### config.mk
export PLATFORM = sky130hd
export DESIGN_NAME = rsc_encoder_flat
export DESIGN_NICKNAME = d
export VERILOG_FILES = /design/src/rtl/rsc_encoder_if.sv /design/src/rtl/rsc_encoder.sv /design/src/flat_wrapper.sv
export SDC_FILE = /design/constraint.sdc
export NUM_CORES = 1
export LEC_CHECK = 0
export CORE_MARGIN = 2
export CORE_UTILIZATION = 34
export DETAILED_ROUTE_END_ITERATION = 10
export GPL_ROUTABILITY_DRIVEN = 0
export REMOVE_ABC_BUFFERS = 1
export SKIP_LAST_GASP = 1
export SYNTH_ARGS = -nofsm -noshare
export SYNTH_HDL_FRONTEND = slang
export SYNTH_SLANG_ARGS = --single-unit
export TNS_END_PERCENT = 30
### constraint.sdc
create_clock -name Turbo_clk -period 1.81 [get_ports Turbo_clk]
set_input_delay 0.181 -clock Turbo_clk [delete_from_list [all_inputs] [get_ports Turbo_clk]]
set_output_delay 0.181 -clock Turbo_clk [all_outputs]
set_load 0.01 [all_outputs]
### src/rtl/rsc_encoder_if.sv
// rsc_encoder_if: bit-serial handshake and code-pair bus for the RSC encoder
interface rsc_encoder_if;
  logic Data_In;
  logic Data_Valid_In;
  logic Frame_End;
  logic Data_Ready;
  logic sys;
  logic parity;
  logic Data_Valid;
  logic Encoder_done;
  modport master (
    output Data_In, Data_Valid_In, Frame_End,
    input  Data_Ready, sys, parity, Data_Valid, Encoder_done
  );
  modport slave (
    input  Data_In, Data_Valid_In, Frame_End,
    output Data_Ready, sys, parity, Data_Valid, Encoder_done
  );
endinterface

### src/rtl/rsc_encoder.sv
// rsc_encoder: rate-1/2 K=3 recursive systematic convolutional encoder (7,5 octal) with trellis termination
module rsc_encoder #(
  parameter int MAX_LEN = 40
) (
  input logic         Turbo_clk,
  input logic         rst,
  rsc_encoder_if.slave bus
);
  localparam int CW = $clog2(MAX_LEN + 1);
  typedef enum logic [1:0] {IDLE, ENCODE, TAIL1, TAIL2} state_t;
  state_t        state;
  logic          s1, s2;
  logic [CW-1:0] cnt;
  logic          tail, accept, d, a, last;
  logic [CW-1:0] cnt_next;
  assign tail           = state == TAIL1 || state == TAIL2;
  assign bus.Data_Ready = !tail;
  assign accept         = bus.Data_Valid_In && !tail;
  // Tail bits cancel the feedback so two of them return the trellis to zero
  assign d              = tail ? s1 ^ s2 : bus.Data_In;
  assign a              = d ^ s1 ^ s2;
  assign cnt_next       = state == IDLE ? CW'(1) : cnt + CW'(1);
  assign last           = bus.Frame_End || cnt_next == CW'(MAX_LEN);
  // Trellis, output pair and frame-control state machine
  always_ff @(posedge Turbo_clk or negedge rst)
    if (!rst) begin
      state            <= IDLE;
      s1               <= 1'b0;
      s2               <= 1'b0;
      cnt              <= '0;
      bus.sys          <= 1'b0;
      bus.parity       <= 1'b0;
      bus.Data_Valid   <= 1'b0;
      bus.Encoder_done <= 1'b0;
    end else begin
      bus.Encoder_done <= state == TAIL2;
      bus.Data_Valid   <= accept || tail;
      if (accept || tail) begin
        bus.sys    <= d;
        bus.parity <= a ^ s2;
        s1         <= a;
        s2         <= s1;
      end
      case (state)
        IDLE, ENCODE:
          if (accept) begin
            cnt   <= cnt_next;
            state <= last ? TAIL1 : ENCODE;
          end
        TAIL1: state <= TAIL2;
        default: begin
          state <= IDLE;
          cnt   <= '0;
        end
      endcase
    end
endmodule

### src/flat_wrapper.sv
// flat-port wrapper written by rule: the top's interface ports become plain ports
module rsc_encoder_flat 
#(
  parameter int MAX_LEN = 40
)
  (Turbo_clk, rst, bus_Data_In, bus_Data_Valid_In, bus_Frame_End, bus_Data_Ready, bus_sys, bus_parity, bus_Data_Valid, bus_Encoder_done);
  rsc_encoder_if bus_i ();
  input logic Turbo_clk;
  input logic rst;
  input wire logic [$bits(bus_i.Data_In)-1:0] bus_Data_In;
  input wire logic [$bits(bus_i.Data_Valid_In)-1:0] bus_Data_Valid_In;
  input wire logic [$bits(bus_i.Frame_End)-1:0] bus_Frame_End;
  output wire logic [$bits(bus_i.Data_Ready)-1:0] bus_Data_Ready;
  output wire logic [$bits(bus_i.sys)-1:0] bus_sys;
  output wire logic [$bits(bus_i.parity)-1:0] bus_parity;
  output wire logic [$bits(bus_i.Data_Valid)-1:0] bus_Data_Valid;
  output wire logic [$bits(bus_i.Encoder_done)-1:0] bus_Encoder_done;
  assign bus_i.Data_In = bus_Data_In;
  assign bus_i.Data_Valid_In = bus_Data_Valid_In;
  assign bus_i.Frame_End = bus_Frame_End;
  assign bus_Data_Ready = bus_i.Data_Ready;
  assign bus_sys = bus_i.sys;
  assign bus_parity = bus_i.parity;
  assign bus_Data_Valid = bus_i.Data_Valid;
  assign bus_Encoder_done = bus_i.Encoder_done;
  rsc_encoder #(.MAX_LEN(MAX_LEN)) u_core (.Turbo_clk(Turbo_clk), .rst(rst), .bus(bus_i));
endmodule
==> results of run 1 <==
stage by stage:
step                      instance area, um2  hold WS (ns)  utilization  setup slack [ns]
after floorplan                          693        -0.115            -             0.209
after global placement                   832         0.532        0.424             0.144
after detailed placement                 832         0.537        0.424             0.132
after CTS                                855         0.291        0.436            0.0795
after global routing                     855         0.327        0.436            0.0110
final                                    855         0.273        0.436            0.0958
worst min-delay path by stage:
| stage | to | slack (ns) | cells after the start |
|---|---|---|---|
| final | u_core.bus.parity$_DFFE_PN0P_ | 0.27 | 1 |
| after global routing | u_core.state[0]$_DFFE_PN0P_ | 0.33 | 1 |
| after CTS | u_core.state[0]$_DFFE_PN0P_ | 0.29 | 1 |
| after detailed placement | u_core.cnt[1]$_DFFE_PN0P_ | 0.54 | 1 |
| after global placement | u_core.cnt[0]$_DFFE_PN0P_ | 0.53 | 1 |
| after floorplan | u_core.bus.Data_Valid$_DFF_PN0_ | -0.11 | 0 |
cell usage in the layout (no fill, tap or decap):
cell type and n:
a21oi_1 2, nor3b_1 1, nor4b_1 1, nand3_1 1, xnor2_1 1, buf_4 2, inv_1 3, nand2_1 8
a221o_1 1, o21ai_0 8, ha_1 1, nand3_2 1, a31oi_1 2, xor2_1 7, a22o_1 2, mux2_2 1
a211oi_1 1, a32o_1 1, mux2i_1 1, nor3b_2 1, nor2b_1 1, clkdlybuf4s50_1 9, dfrtp_1 14, clkbuf_4 3
nor4_1 1, nor2_1 9
logic make-up (layout without fill, tap and decap cells):
kind of cell	Yosys count	count (layout)
DFF	14	14
xor gates and xnor gates	8	8
and+or+nand+nor	24	24
adders and majority gates	1	1
buffers and inverters	6	17
AOI/OAI and AO/OA	17	17
muxes	2	2
power breakdown:
group / total (uW) / internal (uW) / switching [uW] / leakage, uW
combinational: 495 / 240 / 254 / 0.000182
clock: 175 / 77.3 / 98.1 / 0.0000138
sequential: 524 / 418 / 106 / 0.000179
total: 1190 / 735 / 458 / 0.000376
final cells by class:
cell class | instances | share of cell area
well taps | 27 | 0.0395
multi-input cells | 52 | 0.388
flip-flops and latches | 14 | 0.410
repair buffers | 11 | 0.123
clock buffers | 3 | 0.0264
inverters | 3 | 0.0132
metal layers:
metal	global-route usage	up-vias	wire (um)
met1	0.156	246	636
met4	0.111	0	56
met3	0.0303	5	40
met2	0.196	9	593
met5	0	-	0
li1	-	271	-
state kept, by name, indices dropped and copies added (netlist names):
signal and cells:
u_core.s1 1, u_core.cnt 6, u_core.bus.sys 1, u_core.bus.Encoder_done 1
u_core.state 2, u_core.bus.Data_Valid 1, u_core.bus.parity 1, u_core.s2 1
==> flow_summary.yaml, run 1 <==
critical_path:
  worstRegToRegCells: 5
  critPathLaunchType: "flop"
  crit_chain: "buf_4 -> inv_1 -> clkdlybuf4s50_1"
  cp_max_fo: 10
  cp-end-kind: "output pin"
  max_stage_delay_ns: 0.56
  crit_cells: 3
  crit_arrival_ns: 1.53
  r2r_end: "u_core.state[0]$_DFFE_PN0P_"
  cpMaxStageDelayCell: "clkdlybuf4s50_1"
  rr_startpoint: "u_core.cnt[0]$_DFFE_PN0P_"
  required_ns: 1.63
  reg2reg_slack_ns: 0.1
  critPathKind: "flop to output pin"
  endpoint: "bus_Data_Ready"
  crit_buf_inv: 3
  cp_top_family: "buffers and inverters"
  startpoint: "u_core.state[1]$_DFFE_PN0P_"
route:
  drt_iter0_markers: 8
  vias: 531
  vias_per_cell: 4.83
  ant_nets: 0
  wl_um: 1330
  drc_errors: 0
  wl_per_cell_um: 12.1
  first_pass_iters: 2
sta:
  setup_violations: 0
  worst_pin_slew_ns: 0.598
  period_share: 0.947
  period_needed_ns: 1.71
  hold_viol: 0
  rsz0062_at_grt: "false"
  slew_headroom: 0.600
  clock.fmax_mhz: 583
  final.setup.tns_ns: 0
  finalClockSkew_ns: 0.00123
  maxSlewViolCount: 0
floorplan:
  rows: 16
  core-area_um2: 1960
  ios: 10
  dieArea_um2: 2460
  die_y_um: 49.6
  die_w_um: 49.6
  start_util: 0.360
placed_design:
  dp_hpwl_um: 976
  port_buffers: 9
  post-place-cells: 107
synth:
  synthSimpleGateAreaFrac: 0.170
  yosysMostFrequentCell: "dfrtp_1"
  yosys.area.top_type_share: 0.496
  synth-xor-area-share: 0.0993
  async_reset_ff_frac: 1.00
  avgSynthCellArea_um2: 9.80
  seq_area_frac_synth: 0.496
  ys_ff_latch: 14
  synth_compound_area_frac: 0.152
  synth_ff_type: "dfrtp_1"
  synthAdderAreaFrac: 0.0177
  yosysWarnings: 0
  synthDistinctLibCells: 25
  syn_inst: 72
  ys_top_cells_by_area: "dfrtp_1 50%, xor2_1 8.7%, o21ai_0 5.7%"
  synth_area_um2: 706
  yosys-top-cells-count: "14 x dfrtp_1, 9 x nor2_1, 8 x nand2_1, 8 x o21ai_0, 7 x xor2_1"
  synth_edf_count: 0
  synth_top_family_by_area: "simple AND/OR/NAND/NOR gates"
  yosys.area.top_type: "dfrtp_1"
  synth_mux_area_frac: 0.0301
global_routing:
  grt-ovfl-total: 0
  grt_max_degree: 15
  grt_pass1_vias: 517
  antenna_found_initial: 0
  grt_pass1_wl_um: 2340
  grtUsageTotal: 0.130
clocking:
  clockBufferDepth: 2
  cts_tree: "built"
  numCtsBuffers: 3
  worst_setup_hold_path_clk_slew_ns: 0.08
  cts_resized: 0
  post_cts_buffers: 0
  insertion_delay_ns: 0.28
  htreeDepth: 1
  clock-sinks: 14
  root_buffer: "clkbuf_4"
  ctsHoldBuffers: 0
finish:
  fin_nets: 91
  area_growth_pct: 21.1
  n_antenna_cell: 0
  nFillCells: 204
  seq_area_um2: 350
  stdcell_count: 110
  drive_gt1_frac: 0.0964
  multi_input_area_um2: 332
run:
  cap_violations: 0
power_and_ir_drop:
  leakage_uw: 0.000376
  power_uw: 1190
  ir_worst_vdd_uv: 554
  powerDensity_nw_per_um2: 1400
run_status:
  status: "finished, final reports clean"
worst_hold_path:
  hp-class: "input port to asynchronous set/reset pin"
No activity file was read; power rests on OpenSTA's default activity.
==> run 2, diff against run 1 <==
ABC_AREA = 1   (was unset)
CORE_MARGIN = unset   (was 2)
==> run 2 against run 1 <==
Effect of this change: wire length rose by 1.5%; synthesized area rose by 2.5%; combinational power up 15%; cell area increased by 3.4%; sequential share of layout area decreased by 1.3 points; maximum frequency is 5.5% higher; register-to-register slack better by 0.27 ns; worst hold slack better by 0.018 ns; total power rose by 11%; largest cell class unchanged; highest routed layer unchanged.
==> flow_summary.yaml, run 2 <==
global_routing:
  grt_pass1_wl_um: 2170
  grt_pass1_vias: 538
  grt-ovfl-total: 0
  grtUsageTotal: 0.140
  grt_max_degree: 15
  antenna_found_initial: 0
run:
  cap_violations: 0
power_and_ir_drop:
  combinationalPowerShare: 0.430
  p_sw_uw: 530
  ir_worst_vdd_uv: 642
  p_int_uw: 795
  p_clk_frac: 0.167
  powerDensity_nw_per_um2: 1500
  switching_share: 0.400
  sequentialPowerShare: 0.403
  leakage_uw: 0.000429
sta:
  hold_viol: 0
  setup_violations: 0
  worst_pin_slew_ns: 0.637
  final.setup.tns_ns: 0
  rsz0062_at_grt: "false"
  period_needed_ns: 1.63
  maxSlewViolCount: 0
  slew_headroom: 0.574
  clock.fmax_mhz: 615
  period_share: 0.898
  finalClockSkew_ns: 0.00533
  whs_ns: 0.291
synth:
  yosys-top-cells-count: "29 x nand2_1, 14 x dfrtp_1, 12 x inv_1"
  yosys.area.top_type_share: 0.484
  synthSimpleGateAreaFrac: 0.294
  synth_area_um2: 723
  synth_edf_count: 0
  ys_ff_latch: 14
  yosysMostFrequentCell: "nand2_1"
  seq_area_frac_synth: 0.484
  syn_inst: 89
  synth_ff_type: "dfrtp_1"
  synth_top_family_by_area: "simple AND/OR/NAND/NOR gates"
  synthAdderAreaFrac: 0.0173
  avgSynthCellArea_um2: 8.13
  synthDistinctLibCells: 20
  ys_top_cells_by_area: "dfrtp_1 48%, nand2_1 15%, inv_1 6.2%"
  yosysWarnings: 0
  async_reset_ff_frac: 1.00
  synth_mux_area_frac: 0
  synth_compound_area_frac: 0.100
  synth-xor-area-share: 0.0363
  yosys.area.top_type: "dfrtp_1"
finish:
  fin_nets: 109
  n_antenna_cell: 0
  largestRegisters: "u_core.cnt: 6 flops, u_core.state: 2 flops"
  final_cell_mix: "29 x nand2_1, 14 x dfrtp_1, 12 x inv_1, 9 x clkdlybuf4s50_1, 6 x nor2_1"
  final_common_cell: "nand2_1"
  fin_area_um2: 883
  regMostFlops: "u_core.cnt"
  nFillCells: 198
  area_growth_pct: 22.1
  drive_gt1_frac: 0.137
  largest_reg_flops: 6
floorplan:
  start_util: 0.365
  rows: 16
  die_y_um: 48.1
  die_w_um: 48.1
  core-area_um2: 1980
  ios: 10
  dieArea_um2: 2320
clocking:
  worst_setup_hold_path_clk_slew_ns: 0.09
  cts_tree: "built"
  clock-sinks: 14
  numCtsBuffers: 3
  htreeDepth: 1
  clockBufferDepth: 2
  ctsHoldBuffers: 0
  root_buffer: "clkbuf_4"
  post_cts_buffers: 0
  insertion_delay_ns: 0.28
  cts_resized: 0
route:
  first_pass_iters: 3
  wl_um: 1350
  ant_nets: 0
  vias: 589
  drc_errors: 0
  drt_iter0_markers: 6
  wl_per_cell_um: 10.4
  vias_per_cell: 4.57
critical_path:
  rr_startpoint: "u_core.cnt[0]$_DFFE_PN0P_"
  crit_arrival_ns: 1.44
  critPathKind: "flop to output pin"
  cp-end-kind: "output pin"
  r2r_end: "u_core.state[1]$_DFFE_PN0P_"
  critPathLaunchType: "flop"
  worstRegToRegCells: 8
  cp_max_fo: 6
  startpoint: "u_core.state[1]$_DFFE_PN0P_"
  required_ns: 1.63
  reg2reg_slack_ns: 0.37
placed_design:
  port_buffers: 9
  postPlaceCellArea_um2: 847
  dp_hpwl_um: 1020
worst_hold_path:
  hp-class: "input port to asynchronous set/reset pin"
run_status:
  status: "finished, final reports clean"
## run 2: logic make-up (layout without fill, tap and decap cells)
group,Yosys count,in the layout
AND/OR/NAND/NOR,47,47
buffers and inverters,13,26
XOR/XNOR,3,3
flip-flops,14,14
adder cells (fa/ha/maj),1,1
AO/OA/AOI/OAI,11,11
## run 2: cell type report
cell class / instances / area (um2) / share of cell area
repair buffers: 9 / 90.1 / 0.102
multi-input cells: 62 / 324 / 0.367
clock buffers: 4 / 36.3 / 0.0411
well taps: 27 / 33.8 / 0.0382
flip-flops and latches: 14 / 350 / 0.397
inverters: 13 / 48.8 / 0.0552
## run 2: worst max-delay path by stage
stage,to,slack [ns],cells after the start
final,bus_Data_Ready,0.18,2
after floorplan,u_core.state[0]$_DFFE_PN0P_,0.50,7
after global placement,u_core.cnt[5]$_DFFE_PN0P_,0.31,5
after detailed placement,u_core.cnt[5]$_DFFE_PN0P_,0.31,5
after global routing,bus_Data_Ready,0.13,2
after CTS,bus_Data_Ready,0.17,2
## run 2: power groups by stage
stage / logic, uW / clock network, uW / registers, uW
2_1_floorplan: 375 / 0 / 539
3_3_place_gp: 565 / 0 / 536
3_5_place_dp: 571 / 0 / 540
4_1_cts: 572 / 230 / 537
5_1_grt: 646 / 246 / 549
6_report: 570 / 222 / 534
## run 2: through the flow
step	total power (uW)	setup WS [ns]	util	instances
CTS	1340	0.168	0.446	129
global placement	1100	0.315	0.427	125
detailed placement	1110	0.313	0.427	125
global route	1440	0.129	0.446	129
floorplan	914	0.496	-	89
finish	1330	0.185	0.446	129
## run 2: layer usage
layer / wire length [um] / vias to the layer above / GRT usage
met5: 0 / - / 0
li1: - / 305 / -
met2: 619 / 8 / 0.216
met3: 38 / 4 / 0.0222
met1: 666 / 272 / 0.184
met4: 22 / 0 / 0.0833
## run 2: critical path, cell delays in order, from the launching register on
cell and delay (ns):
dfrtp_1 0.47, inv_1 0.15, clkdlybuf4s50_1 0.55
==> run 3, diff against run 2 <==
CORE_MARGIN = 4   (was unset)
PLACE_DENSITY = 0.52   (was unset)
==> run 3 against run 2 <==
Effect of this change: setup slack better by 0.00094 ns; count of clock-buffer cells in the layout down 1; core utilization down 0.32 points; clock power down 23%; combinational power down 0.9%; critical endpoint unchanged; global-route usage down 2.3 points; non-clock buffer count up 1.
==> flow_summary.yaml, run 3 (synthesis gave the netlist of run 2 again) <==
global_routing:
  grt_pass1_vias: 562
  grt_max_degree: 15
  grt-ovfl-total: 0
  grt_pass1_wl_um: 2410
  antenna_found_initial: 0
  grtUsageTotal: 0.116
clocking:
  cts_tree: "built"
  cts_resized: 0
  clockBufferDepth: 2
  clock-sinks: 14
  post_cts_buffers: 0
  insertion_delay_ns: 0.27
  worst_setup_hold_path_clk_slew_ns: 0.08
  ctsHoldBuffers: 0
  numCtsBuffers: 3
  root_buffer: "clkbuf_4"
  htreeDepth: 1
route:
  wl_per_cell_um: 10.4
  vias_per_cell: 4.50
  first_pass_iters: 4
  ant_nets: 0
  drt_iter0_markers: 23
  vias: 581
  drc_errors: 0
  wl_um: 1340
finish:
  regMostFlops: "u_core.cnt"
  largest_reg_flops: 6
  final_common_cell: "nand2_1"
  largestRegisters: "u_core.cnt: 6 flops, u_core.state: 2 flops"
  final_cell_mix: "29 x nand2_1, 14 x dfrtp_1, 12 x inv_1, 9 x clkdlybuf4s50_1, 6 x nor2_1"
  area_growth_pct: 21.3
  n_antenna_cell: 0
  drive_gt1_frac: 0.137
  fin_nets: 110
critical_path:
  r2r_end: "u_core.state[1]$_DFFE_PN0P_"
  cp-end-kind: "output pin"
  crit_chain: "inv_1 -> clkdlybuf4s50_1"
  rr_startpoint: "u_core.cnt[0]$_DFFE_PN0P_"
  endpoint: "bus_Data_Ready"
  cp_max_fo: 6
  crit_arrival_ns: 1.44
  critPathLaunchType: "flop"
  max_stage_delay_ns: 0.56
  startpoint: "u_core.state[1]$_DFFE_PN0P_"
  worstRegToRegCells: 9
  reg2reg_slack_ns: 0.42
  required_ns: 1.63
  cpMaxStageDelayCell: "clkdlybuf4s50_1"
  critPathKind: "flop to output pin"
sta:
  hold_viol: 0
  final.setup.tns_ns: 0
  clock.fmax_mhz: 616
  worst_pin_slew_ns: 0.624
  slew_headroom: 0.583
  whs_ns: 0.292
  period_needed_ns: 1.62
  maxSlewViolCount: 0
  period_share: 0.898
  setup_violations: 0
  finalClockSkew_ns: 0.00342
  rsz0062_at_grt: "false"
floorplan:
  dieArea_um2: 2930
  die_y_um: 54.1
  rows: 16
  die_w_um: 54.1
  ios: 10
  start_util: 0.365
  core-area_um2: 1980
run_status:
  status: "finished, final reports clean"
worst_hold_path:
  hp-class: "input port to asynchronous set/reset pin"
power_and_ir_drop:
  powerDensity_nw_per_um2: 1450
  power_uw: 1270
  leakage_uw: 0.000427
  ir_worst_vdd_uv: 595
placed_design:
  port_buffers: 9
  dp_hpwl_um: 1030
run:
  cap_violations: 0
[run 3: cell count changes in the layout (fill, tap and decap cells not counted)]
cell      delta
buf_4        +1
clkbuf_8     -1
[run 3: critical path, delay by kind of cell, from the launching register on]
kind | cells | cell delay, ns
buf+inv | 2 | 0.71
flops | 1 | 0.47
[run 3: worst min path at each step]
| stage | startpoint | endpoint | cells past startpoint |
|---|---|---|---|
| 2_1_floorplan | rst | u_core.bus.Data_Valid$_DFF_PN0_ | 0 |
| 3_3_place_gp | u_core.bus.sys$_DFFE_PN0P_ | u_core.bus.sys$_DFFE_PN0P_ | 2 |
| 3_5_place_dp | u_core.bus.sys$_DFFE_PN0P_ | u_core.bus.sys$_DFFE_PN0P_ | 2 |
| 4_1_cts | rst | u_core.cnt[5]$_DFFE_PN0P_ | 1 |
| 5_1_grt | rst | u_core.cnt[4]$_DFFE_PN0P_ | 1 |
| 6_report | rst | u_core.cnt[5]$_DFFE_PN0P_ | 1 |
[run 3: cell type report]
cell class / count / area (um2)
Clock buffer: 3 / 22.5
Inverter: 13 / 48.8
Multi-Input combinational cell: 62 / 324
Fill cell: 198 / 1100
Tap cell: 27 / 33.8
Timing Repair Buffer: 10 / 97.6
Sequential cell: 14 / 350
[run 3: metal layers]
metal  share of wire  up-vias  GRT usage
li1                -      306          -
met1            0.49      269      0.145
met2            0.48        4      0.179
met3           0.017        2     0.0249
met4           0.011        0     0.0747
met5               0        -          0
[run 3: power by group]
part | total [uW] | switching [uW] | internal [uW]
registers | 535 | 113 | 422
clock network | 170 | 92.9 | 77.0
logic | 565 | 307 | 258
total | 1270 | 513 | 757
[run 3: through the flow]
| stage | setup slack [ns] | util | std cells | area [um2] |
|---|---|---|---|---|
| after floorplan | 0.496 | - | 89 | 723 |
| after global placement | 0.302 | 0.431 | 126 | 855 |
| after detailed placement | 0.297 | 0.431 | 126 | 855 |
| after CTS | 0.161 | 0.443 | 129 | 877 |
| after global routing | 0.127 | 0.443 | 129 | 877 |
| final | 0.185 | 0.443 | 129 | 877 |
